<file path="src/rtl/gpio_apb_pkg.sv">
// Shared constants for the APB GPIO bank: register offsets, default widths,
// and the transfer FSM state encoding.
package gpio_apb_pkg;
    localparam int DATA_W_DEF  = 8;
    localparam int ADDR_W_DEF  = 3;

    localparam int ADDR_OUT    = 0;
    localparam int ADDR_DIR    = 1;
    localparam int ADDR_IN     = 2;
    localparam int ADDR_RISE   = 3;
    localparam int ADDR_FALL   = 4;
    localparam int ADDR_STATUS = 5;

    typedef enum logic [1:0] {
        IDLE = 2'd0,
        ACK  = 2'd1,
        DONE = 2'd2
    } state_e;
endpackage

</file>
<file path="src/rtl/gpio_sync2.sv">
// Two-flop synchronizer for asynchronous pad inputs, synchronous active-high reset.
module gpio_sync2 #(
    parameter int WIDTH = 8
) (
    input  logic             clk,
    input  logic             rst,
    input  logic [WIDTH-1:0] d,
    output logic [WIDTH-1:0] q
);
    logic [WIDTH-1:0] s1_d, s1_q, s2_d, s2_q;

    always_comb begin
        s1_d = d;
        s2_d = s1_q;
    end

    always_ff @(posedge clk) begin
        if (rst) begin
            s1_q <= '0;
            s2_q <= '0;
        end else begin
            s1_q <= s1_d;
            s2_q <= s2_d;
        end
    end

    assign q = s2_q;
endmodule

</file>
<file path="src/rtl/gpio_bank_apb.sv">
// APB responder for one GPIO bank: output/direction registers, synchronized
// inputs, per-pin edge interrupts with W1C status, one pready pulse per transfer.
module gpio_bank_apb
    import gpio_apb_pkg::*;
#(
    parameter int DATA_WIDTH = DATA_W_DEF,
    parameter int ADDR_WIDTH = ADDR_W_DEF
) (
    input  logic                  pclk,
    input  logic                  preset,
    input  logic                  psel,
    input  logic                  penable,
    input  logic                  pwrite,
    input  logic [ADDR_WIDTH-1:0] paddr,
    input  logic [DATA_WIDTH-1:0] pwdata,
    output logic [DATA_WIDTH-1:0] prdata,
    output logic                  pready,
    output logic                  pslverr,
    input  logic [DATA_WIDTH-1:0] gpio_in,
    output logic [DATA_WIDTH-1:0] gpio_out,
    output logic [DATA_WIDTH-1:0] gpio_oe,
    output logic                  irq
);
    state_e                state_q, state_d;
    logic [DATA_WIDTH-1:0] out_q, out_d, dir_q, dir_d;
    logic [DATA_WIDTH-1:0] rise_en_q, rise_en_d, fall_en_q, fall_en_d;
    logic [DATA_WIDTH-1:0] status_q, status_d, prev_q, prev_d;
    logic [DATA_WIDTH-1:0] prdata_q, prdata_d;
    logic                  pready_q, pready_d, pslverr_q, pslverr_d, irq_q, irq_d;
    logic [DATA_WIDTH-1:0] sync, rise, fall, clr;
    logic                  access;

    gpio_sync2 #(.WIDTH(DATA_WIDTH)) u_sync (
        .clk (pclk),
        .rst (preset),
        .d   (gpio_in),
        .q   (sync)
    );

    assign rise   = sync & ~prev_q;
    assign fall   = ~sync & prev_q;
    assign access = (state_q == IDLE) && psel && penable;

    always_comb begin
        state_d   = state_q;
        out_d     = out_q;
        dir_d     = dir_q;
        rise_en_d = rise_en_q;
        fall_en_d = fall_en_q;
        prdata_d  = prdata_q;
        pslverr_d = pslverr_q;
        pready_d  = access;
        prev_d    = sync;
        irq_d     = |status_q;
        clr       = '0;

        case (state_q)
            IDLE:    if (access) state_d = ACK;
            ACK:     state_d = DONE;
            DONE:    if (!(psel && penable)) state_d = IDLE;
            default: state_d = IDLE;
        endcase

        if (access) begin
            pslverr_d = 1'b0;
            if (pwrite) begin
                case (paddr)
                    ADDR_WIDTH'(ADDR_OUT):    out_d     = pwdata;
                    ADDR_WIDTH'(ADDR_DIR):    dir_d     = pwdata;
                    ADDR_WIDTH'(ADDR_RISE):   rise_en_d = pwdata;
                    ADDR_WIDTH'(ADDR_FALL):   fall_en_d = pwdata;
                    ADDR_WIDTH'(ADDR_STATUS): clr       = pwdata;
                    default:                  pslverr_d = 1'b1;
                endcase
            end else begin
                case (paddr)
                    ADDR_WIDTH'(ADDR_OUT):    prdata_d = out_q;
                    ADDR_WIDTH'(ADDR_DIR):    prdata_d = dir_q;
                    ADDR_WIDTH'(ADDR_IN):     prdata_d = sync;
                    ADDR_WIDTH'(ADDR_RISE):   prdata_d = rise_en_q;
                    ADDR_WIDTH'(ADDR_FALL):   prdata_d = fall_en_q;
                    ADDR_WIDTH'(ADDR_STATUS): prdata_d = status_q;
                    default: begin
                        prdata_d  = '0;
                        pslverr_d = 1'b1;
                    end
                endcase
            end
        end

        // New edges are OR-ed in after the clear so a same-cycle set survives.
        status_d = (status_q & ~clr) | (rise & rise_en_q) | (fall & fall_en_q);
    end

    always_ff @(posedge pclk) begin
        if (preset) begin
            state_q   <= IDLE;
            out_q     <= '0;
            dir_q     <= '0;
            rise_en_q <= '0;
            fall_en_q <= '0;
            status_q  <= '0;
            prev_q    <= '0;
            prdata_q  <= '0;
            pready_q  <= 1'b0;
            pslverr_q <= 1'b0;
            irq_q     <= 1'b0;
        end else begin
            state_q   <= state_d;
            out_q     <= out_d;
            dir_q     <= dir_d;
            rise_en_q <= rise_en_d;
            fall_en_q <= fall_en_d;
            status_q  <= status_d;
            prev_q    <= prev_d;
            prdata_q  <= prdata_d;
            pready_q  <= pready_d;
            pslverr_q <= pslverr_d;
            irq_q     <= irq_d;
        end
    end

    assign prdata   = prdata_q;
    assign pready   = pready_q;
    assign pslverr  = pslverr_q;
    assign irq      = irq_q;
    assign gpio_out = out_q;
    assign gpio_oe  = dir_q;
endmodule

</file>
<file path="config.mk">
export PLATFORM = sky130hd
export DESIGN_NAME = gpio_bank_apb
export DESIGN_NICKNAME = d
export VERILOG_FILES = /design/src/rtl/gpio_apb_pkg.sv /design/src/rtl/gpio_sync2.sv /design/src/rtl/gpio_bank_apb.sv
export SDC_FILE = /design/constraint.sdc
export NUM_CORES = 1
export LEC_CHECK = 0
export ABC_AREA = 1
export CORE_MARGIN = 2
export CORE_UTILIZATION = 48
export CTS_CLUSTER_DIAMETER = 150
export DETAILED_ROUTE_END_ITERATION = 7
export MAX_ROUTING_LAYER = met4
export PLACE_DENSITY = 0.75
export SLEW_MARGIN = 30
export SYNTH_ARGS = -nofsm -noshare
export SYNTH_HDL_FRONTEND = slang
export SYNTH_SLANG_ARGS = --single-unit
</file>
<file path="constraint.sdc">
create_clock -name pclk -period 1.3 [get_ports pclk]
set_input_delay 0.195 -clock pclk [delete_from_list [all_inputs] [get_ports pclk]]
set_output_delay 0.195 -clock pclk [all_outputs]
set_load 0.02 [all_outputs]
</file>
# After elaboration in Yosys (flattened, before gate mapping)
# Cells that the tools add are included.
# Widths: inputs -> output; s select.
[classes]
n_eq_ne = 9
muxes = 10
bitwise_logic = 11
n_reduce_logical = 14
[ops]
columns = ["cell", "count"]
rows = [
  ["$pmux 8 s6", 1],
  ["$and 8x8->8", 5],
  ["$mux 8", 3],
  ["$not 8->8", 3],
  ["$or 8x8->8", 2],
  ["$reduce_and 3->1", 4],
  ["$reduce_or 8->1", 1],
  ["$eq 3x2->1 const B", 2],
  ["$eq 3x3->1 const B", 2],
  ["$pmux 2 s3", 1],
  ["$reduce_or 6->1", 1],
  ["$reduce_or 5->1", 1],
  ["$mux 2", 2],
  ["$ne 2x2->1 const B", 2],
  ["$reduce_and 2->1", 2],
  ["$eq 3x1->1 const B", 1],
  ["$logic_and 1x1->1", 3],
  ["$logic_not 3->1", 1],
  ["$mux 1", 3],
  ["$eq 2x1->1 const B", 1],
  ["$eq 2x2->1 const B", 1],
  ["$logic_not 2->1", 1],
  ["$not 1->1", 1],
]
[word_totals]
ff_bits = 77
out_inout_bits = 27
elab_cells = 57

# Logic depth before layout (Yosys ltp)
# Gate-level depths: netlist (run 1).
[logic_depth]
depth_word = 8
mapped_depth = 7
depth_no_buf = 6

# Modules after synthesis
# From an unflattened synthesis (run 1), not the netlist that was laid out.
[hier_totals]
hier_cells = 452
area_unflattened_um2 = 3395.8
[modules_own_cells]
columns = ["module", "n_inst", "cells_per_inst", "area_per_inst_um2", "seq_area_each_um2"]
rows = [
  ["gpio_bank_apb", 1, 402, 2921.6, 1221.2],
  ["gpio_sync2", 1, 50, 474.2, 320.3],
]

# Least setup slack after synthesis (run 1)
# Ideal clock, no wire load.
[synth_timing]
path_type = "flip-flop to flip-flop"
start = "register state_q[0]"
end = "register fall_en_q[2]"
t_arrival_ns = 1.056
required_time_ns = 1.182
setup_slack_ns = 0.126
stages_incl_launch_ff = 6
synth_period_minus_slack_ns = 1.174
cell_sequence = "dfxtp_1 nor2_2 nand3_4 clkbuf_1 nor3_1 nor2_1"
[synth_via]
elab_chain_cells = 4
[synth_rtl]
columns = ["element", "line", "rtl"]
rows = [
  ["start, declared", "gpio_bank_apb.sv:24", "state_e state_q, state_d;"],
  ["start signal, assigned", "gpio_bank_apb.sv:109", "state_q <= state_d;"],
  ["$logic_not 2->1", "gpio_bank_apb.sv:42", "assign access = (state_q == IDLE) && psel && penable;"],
  ["$logic_and 1x1->1 (2 in series)", "gpio_bank_apb.sv:42", ""],
  ["$reduce_and 3->1 (no line)", "n/a", ""],
  ["end signal, assigned", "gpio_bank_apb.sv:113", "fall_en_q <= fall_en_d;"],
  ["end, declared", "gpio_bank_apb.sv:26", "logic [DATA_WIDTH-1:0] rise_en_q, rise_en_d, fall_en_q, fall_en_d;"],
]
# Every way passes these cells.
# A chain may end at the register's enable or synchronous reset.

# Final worst setup path (run 1)
[layout_timing]
start = "register out_q[7] (netlist: gpio_out[7])"
end = "output gpio_out[7]"
[layout_lines]
columns = ["element", "line", "rtl"]
rows = [
  ["start, declared", "gpio_bank_apb.sv:25", "logic [DATA_WIDTH-1:0] out_q, out_d, dir_q, dir_d;"],
  ["start signal, assigned", "gpio_bank_apb.sv:110", "out_q <= out_d;"],
  ["end, declared", "gpio_bank_apb.sv:20", "output logic [DATA_WIDTH-1:0] gpio_out,"],
]
# No word-level cell between the ends.

==> flow_summary.toml, run 1 <==
[global_route]
grt_pass1_wl_um = 14900
grt_max_degree = 30
grt_pass1_vias = 3119
grt-ovfl-total = 0
grt.total_usage_pct = 26.2
antenna_found_initial = 0

[detailed_routing]
routedWlPerCell_um = 14.6
dr.first_iter.drc_count = 405
dr.pass1.iters = 5
wl_um = 9180
ant_nets = 0
vias_per_cell = 5.44
num_vias = 3410
route.detailed.drc = 0

[place]
place_ws_ns = -0.345
gp_congestion = 0.898
dp_cells = 609
numPortBuffers = 50
hpwl_um = 6630

[sta]
worst_pin_slew_ns = 0.432
max_freq_mhz = 782
finalSetupViolations = 0
finalCriticalPeriod_ns = 1.28
period_share_pct = 98.4
skew_ns = 0.00655
rsz0062_at_grt = "yes"
hold_violations = 0
relSlewSlack_pct = 70.9
worst_slack_ns = 0.0207
drv_slew = 0

[power_and_ir_drop]
power.leakage_nw = 1.94
power_density_nw_per_um2 = 1080
power_w = 0.00475
ir_drop_mv = 0.815

[worst_setup_path]
critPathArrivalTime_ns = 1.08
worstPathCellList = "dlygate4sd2_1"
r2r_end = "rise_en_q[1]$_SDFFE_PP0P_"
cp-startpoint = "gpio_out[7]$_SDFFE_PP0P_"
critPathRequiredTime_ns = 1.11
critPathBufInv = 1
crit_family = "flip-flops"
reg2reg_depth = 6
crit_type = "flip-flop to primary output"
r2r-start = "state_q[1]$_SDFFE_PP0P_"
cp_max_fo = 3
endpoint = "gpio_out[7]"
worst_path_largest_cell_delay_ns = 0.37
cp-end-kind = "primary output"
path_depth = 1
cp_slowest_cell = "dfxtp_1"
rrSetupSlack_ns = 0.06
cp-start-kind = "flip-flop"

[cells_and_area]
syn2layout_area_growth_pct = 30.9
fill_cells = 605
finalNonFillerCells = 627
drive_gt1_share_pct = 14.5
insertedDiodeCount = 0
nets = 550

[min_path]
hold_path_class = "primary input to flip-flop"
hp-start = "gpio_in[3]"
holdPathStages = 3

[clock_tree]
cts_root_buf = "clkbuf_8"
htree_levels = 3
cts_buffer_depth = 2
cts_hold_buffers = 0
cts-buffers-inserted = 9
cts.sinks = 77
clock_latency_ns = 0.37
cts_tree = "done"
path_clk_slew_ns = 0.09

[yosys]
syn_area_um2 = 3350
yosys_register_bits = 77
yosysSeqAreaShare_pct = 46.0
post_synth.cell_area_avg_um2 = 7.42
synth.distinct_cells = 21
postSynthCellCount = 452
yosys_warnings = 0
synth_nets = 476

[die]
die_area_um2 = 7670
ioPinCount = 51
fp.dieH_um = 87.6
fp-row-count = 30
fp.dieW_um = 87.6
initial_core_util_pct = 49.4
core-area_um2 = 6790

[flow_run]
drv_cap = 0

[status]
outcome = "complete, no violations"
==> area by class of cell <==
type | instances | area [µm²] | share of cell area [%]
sequential | 77 | 1540 | 35.1
multi-input combinational | 308 | 1530 | 34.8
timing repair buffer | 90 | 871 | 19.8
inverter | 40 | 155 | 3.53
clock buffer | 10 | 128 | 2.91
tap | 96 | 120 | 2.74
clock inverter | 6 | 47.5 | 1.08
==> per-stage QoR <==
stage / util, % / cell area [µm²] / setup TNS, ns / hold WS, ns
6_report: 64.6 / 4390 / 0 / 0.334
5_1_grt: 64.6 / 4390 / -0.0842 / 0.322
4_1_cts: 63.8 / 4330 / 0 / 0.324
3_5_place_dp: 61.7 / 4190 / -12.70 / 0.395
3_3_place_gp: 61.7 / 4190 / -11.34 / 0.392
2_1_floorplan: - / 3350 / 0 / 0.302
==> placed cells by master, fill, tap and decap left out, types with 4 or more instances in the layout <==
cell type / instances
a21oi_1: 19
buf_12: 7
buf_4: 29
buf_6: 4
clkbuf_8: 9
clkdlybuf4s15_1: 6
clkdlybuf4s50_1: 21
clkinvlp_4: 4
dfxtp_1: 76
dlygate4sd2_1: 18
inv_1: 35
nand2_1: 52
nand3_1: 16
nand4_1: 40
nor2_1: 76
nor2_4: 6
nor3_1: 33
o21ai_0: 18
o21ai_1: 39
==> metal layers <==
layer	GRT usage (%)	part of all wire (%)	vias up
li1	-	-	1669
met1	32.9	44	1501
met2	39.1	43	199
met3	5.47	8.0	41
met4	14.7	4.9	0
met5	-	0	-
==> synth_stat cells, drive strengths merged <==
cell	n	share of area, %
nor2	83	10
dfxtp	77	46
o21ai	58	8.7
nand2	54	6.5
inv	40	4.6
nand4	40	7.5
nor3	33	4.9
a21oi	19	2.8
nand3	19	4.0
buf	18	3.2
clkbuf	9	1.0
nor4	2	0.37
==> kinds of logic after synthesis <==
logic type	Yosys count	synth area share, %
DFF	77	46.0
AOI/OAI and AO/OA	77	11.5
buffers and inverters	67	8.84
and+or+nand+nor	231	33.7
==> worst min-delay path by stage <==
stage	end	slack (ns)
floorplan	u_sync.s1_q[0]$_SDFF_PP0_	0.30
global placement	u_sync.q[3]$_SDFF_PP0_	0.39
detailed placement	u_sync.q[0]$_SDFF_PP0_	0.39
CTS	u_sync.s1_q[7]$_SDFF_PP0_	0.32
global route	u_sync.s1_q[1]$_SDFF_PP0_	0.32
finish	u_sync.s1_q[3]$_SDFF_PP0_	0.33
==> where the power goes <==
group / leakage (nW) / total, W / internal, W / switching, W
logic: 1.24 / 0.000614 / 0.000269 / 0.000345
clock network: 0.0755 / 0.00165 / 0.000705 / 0.000944
registers: 0.628 / 0.00249 / 0.00243 / 0.0000509
total: 1.94 / 0.00475 / 0.00341 / 0.00134
==> sequential cells by signal, indices dropped and copies added, names as in the netlist <==
name,count
fall_en_q,8
gpio_oe,8
gpio_out,8
prdata,8
prev_q,8
rise_en_q,8
status_q,8
u_sync.q,8
u_sync.s1_q,8
state_q,2
irq,1
pready,1
pslverr,1
==> repair_timing <==
action / 4_1_cts / 5_1_grt
resized for setup: 27 / 25
cloned: 0 / 0
endpoints found under the setup margin: 27 / 48
pin swaps: 0 / 6
setup buffers: 0 / 2
==> worst reg2reg max path: stages, from the launching register on <==
cell	delay (ns)
dfxtp_2	0.34
nor2_4	0.14
nand3_4	0.12
buf_12	0.18
nor2_4	0.21
o21ai_1	0.10
nor2_1	0.10
No activity file was read; power rests on OpenSTA's default activity.
==> run 2, diff against run 1 <==
--- a/config.mk
+++ b/config.mk
@@ -16,3 +16,4 @@
 export SYNTH_ARGS = -nofsm -noshare
 export SYNTH_HDL_FRONTEND = slang
+export SYNTH_HIERARCHICAL = 1
 export SYNTH_SLANG_ARGS = --single-unit
==> constraint.sdc (replaced) <==
create_clock -name pclk -period 1.3 [get_ports pclk]
set_input_delay 0.325 -clock pclk [delete_from_list [all_inputs] [get_ports pclk]]
set_output_delay 0.325 -clock pclk [all_outputs]
set_load 0.02 [all_outputs]
==> flow_summary.toml, run 2 <==
[sta]
max_freq_mhz = 789
skew_ns = 0.00537
relSlewSlack_pct = 76.6
rsz0062_at_grt = "yes"
drv_slew = 0
finalCriticalPeriod_ns = 1.27
hold_violations = 0
period_share_pct = 97.5
worst_pin_slew_ns = 0.348
tns_ns = 0
finalSetupViolations = 0

[worst_setup_path]
critPathRequiredTime_ns = 0.98
cp_slowest_cell = "dfxtp_1"
crit_family = "flip-flops"
critPathBufInv = 1
critPathArrivalTime_ns = 0.94
cp-end-kind = "primary output"
cp_max_fo = 2
worstPathCellList = "clkdlybuf4s15_2"
worst_path_largest_cell_delay_ns = 0.33
crit_type = "flip-flop to primary output"
cp-start-kind = "flip-flop"

[yosys]
synth_top_family_by_area = "simple AND/OR/NAND/NOR gates"
synth-main-ff-cell = "dfxtp_1"
yosys_register_bits = 77
syn_area_um2 = 3400
post-synth-top-count-cell = "dfxtp_1"
synth_adder_area_share_pct = 0
synth_nets = 476
synthSimpleGateAreaFrac_pct = 33.9
yosys_warnings = 6
synth_compound_area_share_pct = 11.3
synth_commonest_cells = "dfxtp_1 (77), nor2_1 (74), nand2_1 (52), o21ai_1 (41), nand4_1 (40)"
muxShareOfSynthArea_pct = 0
synth_area_leaders = "dfxtp_1 (45%), nor2_1 (8.2%), nand4_1 (7.4%), o21ai_1 (6.0%), nand2_1 (5.7%)"
postSynthCellCount = 452
yosys.area.top_type_share_pct = 45.4
synth.distinct_cells = 24
synth_edf_count = 0
post_synth.cell_area_avg_um2 = 7.51
yosysSeqAreaShare_pct = 45.4
async_flop_share_pct = 0
synth_xor_area_share_pct = 0
yosysTopAreaCell = "dfxtp_1"

[global_route]
grt.total_usage_pct = 28.3
grt_pass1_wl_um = 16100
antenna_found_initial = 0
grt-ovfl-total = 0
grt_pass1_vias = 3327
grt_max_degree = 42

[cells_and_area]
syn2layout_area_growth_pct = 36.1
final_common_cell = "dfxtp_1"
nets = 574
fill_cells = 622
insertedDiodeCount = 0
post-route-util_pct = 67.7
final_cell_mix = "dfxtp_1 (76), nor2_1 (73), buf_4 (52), nand2_1 (50), nand4_1 (40)"
drive_gt1_share_pct = 24.7

[detailed_routing]
vias_per_cell = 5.40
num_vias = 3516
dr.first_iter.drc_count = 318
routedWlPerCell_um = 15.5
ant_nets = 0
dr.pass1.iters = 5
wl_um = 10100
route.detailed.drc = 0

[place]
hpwl_um = 7010
gp_congestion = 0.996
numPortBuffers = 50

[clock_tree]
cts_tree = "done"
path_clk_slew_ns = 0.08
cts_hold_buffers = 0
clock_latency_ns = 0.36
cts-buffers-inserted = 9
htree_levels = 3
cts.sinks = 77
cts_root_buf = "clkbuf_8"
cts_buffer_depth = 2

[die]
core-area_um2 = 6830
initial_core_util_pct = 49.7
fp-row-count = 30
die_area_um2 = 7760
ioPinCount = 51
fp.dieW_um = 88.1
fp.dieH_um = 88.1

[flow_run]
drv_cap = 0

[power_and_ir_drop]
power.leakage_nw = 2.10
power_density_nw_per_um2 = 1120
ir_drop_mv = 0.821

[min_path]
hold_path_class = "flip-flop to flip-flop"

[status]
outcome = "complete, no violations"
[run 2: layer usage]
metal  routed length [µm]  track usage (%)
met5                    0                -
met4                  439             16.5
met3                  716             5.37
met2                 4620             44.7
met1                 4340             33.7
[run 2: path summary, 6_finish.rpt]
check	start	endpoint	slack, ns	cells after the start
min	u_sync/s1_q[4]$_SDFF_PP0_	u_sync/q[4]$_SDFF_PP0_	0.41	2
min reg2reg	u_sync/s1_q[4]$_SDFF_PP0_	u_sync/q[4]$_SDFF_PP0_	0.41	2
max	gpio_out[5]$_SDFFE_PP0P_	gpio_out[5]	0.03	1
max reg2reg	state_q[0]$_SDFFE_PP0P_	rise_en_q[3]$_SDFFE_PP0P_	0.04	6
[run 2: area by class of cell]
class / count / area, µm² / share of cell area, %
clock buffers: 9 / 124 / 2.68
clock inverters: 7 / 98.8 / 2.14
inverters: 40 / 158 / 3.41
multi-input cells: 308 / 1590 / 34.3
flip-flops and latches: 77 / 1540 / 33.4
well taps: 96 / 120 / 2.60
repair buffers: 114 / 992 / 21.5
[run 2: metrics by stage]
step / hold WS, ns / cell area, µm² / power, W / cells / setup slack (ns)
2_1_floorplan: 0.388 / 3400 / 0.00285 / 452 / 0.108
5_1_grt: 0.413 / 4620 / 0.00533 / 651 / -0.0719
6_report: 0.406 / 4620 / 0.00517 / 651 / 0.0321
3_3_place_gp: 0.391 / 4350 / 0.00316 / 628 / -0.448
4_1_cts: 0.408 / 4670 / 0.00519 / 651 / 0.00118
3_5_place_dp: 0.396 / 4350 / 0.00316 / 628 / -0.462
[run 2: cells by family after synthesis]
group                  Yosys count
AOI/OAI and AO/OA               77
buffers and inverters           67
DFF                             77
and+or+nand+nor                231
[run 2: repair_timing]
item | 4_1_cts | 5_1_grt
pin swaps | 7 | 9
buffers inserted | 5 | 0
setup endpoints to repair | 69 | 41
cloned | 2 | 0
resized for setup | 107 | 23
[run 2: power by group]
group	internal, W	switching [W]
combinational	0.000296	0.000370
clock	0.00109	0.000929
sequential	0.00243	0.0000530
==> run 3, diff against run 2 <==
Settings changed: CTS_CLUSTER_SIZE set to 30.
==> results of run 3 <==
The final DEF is identical to that of run 2; final timing and power are the same.
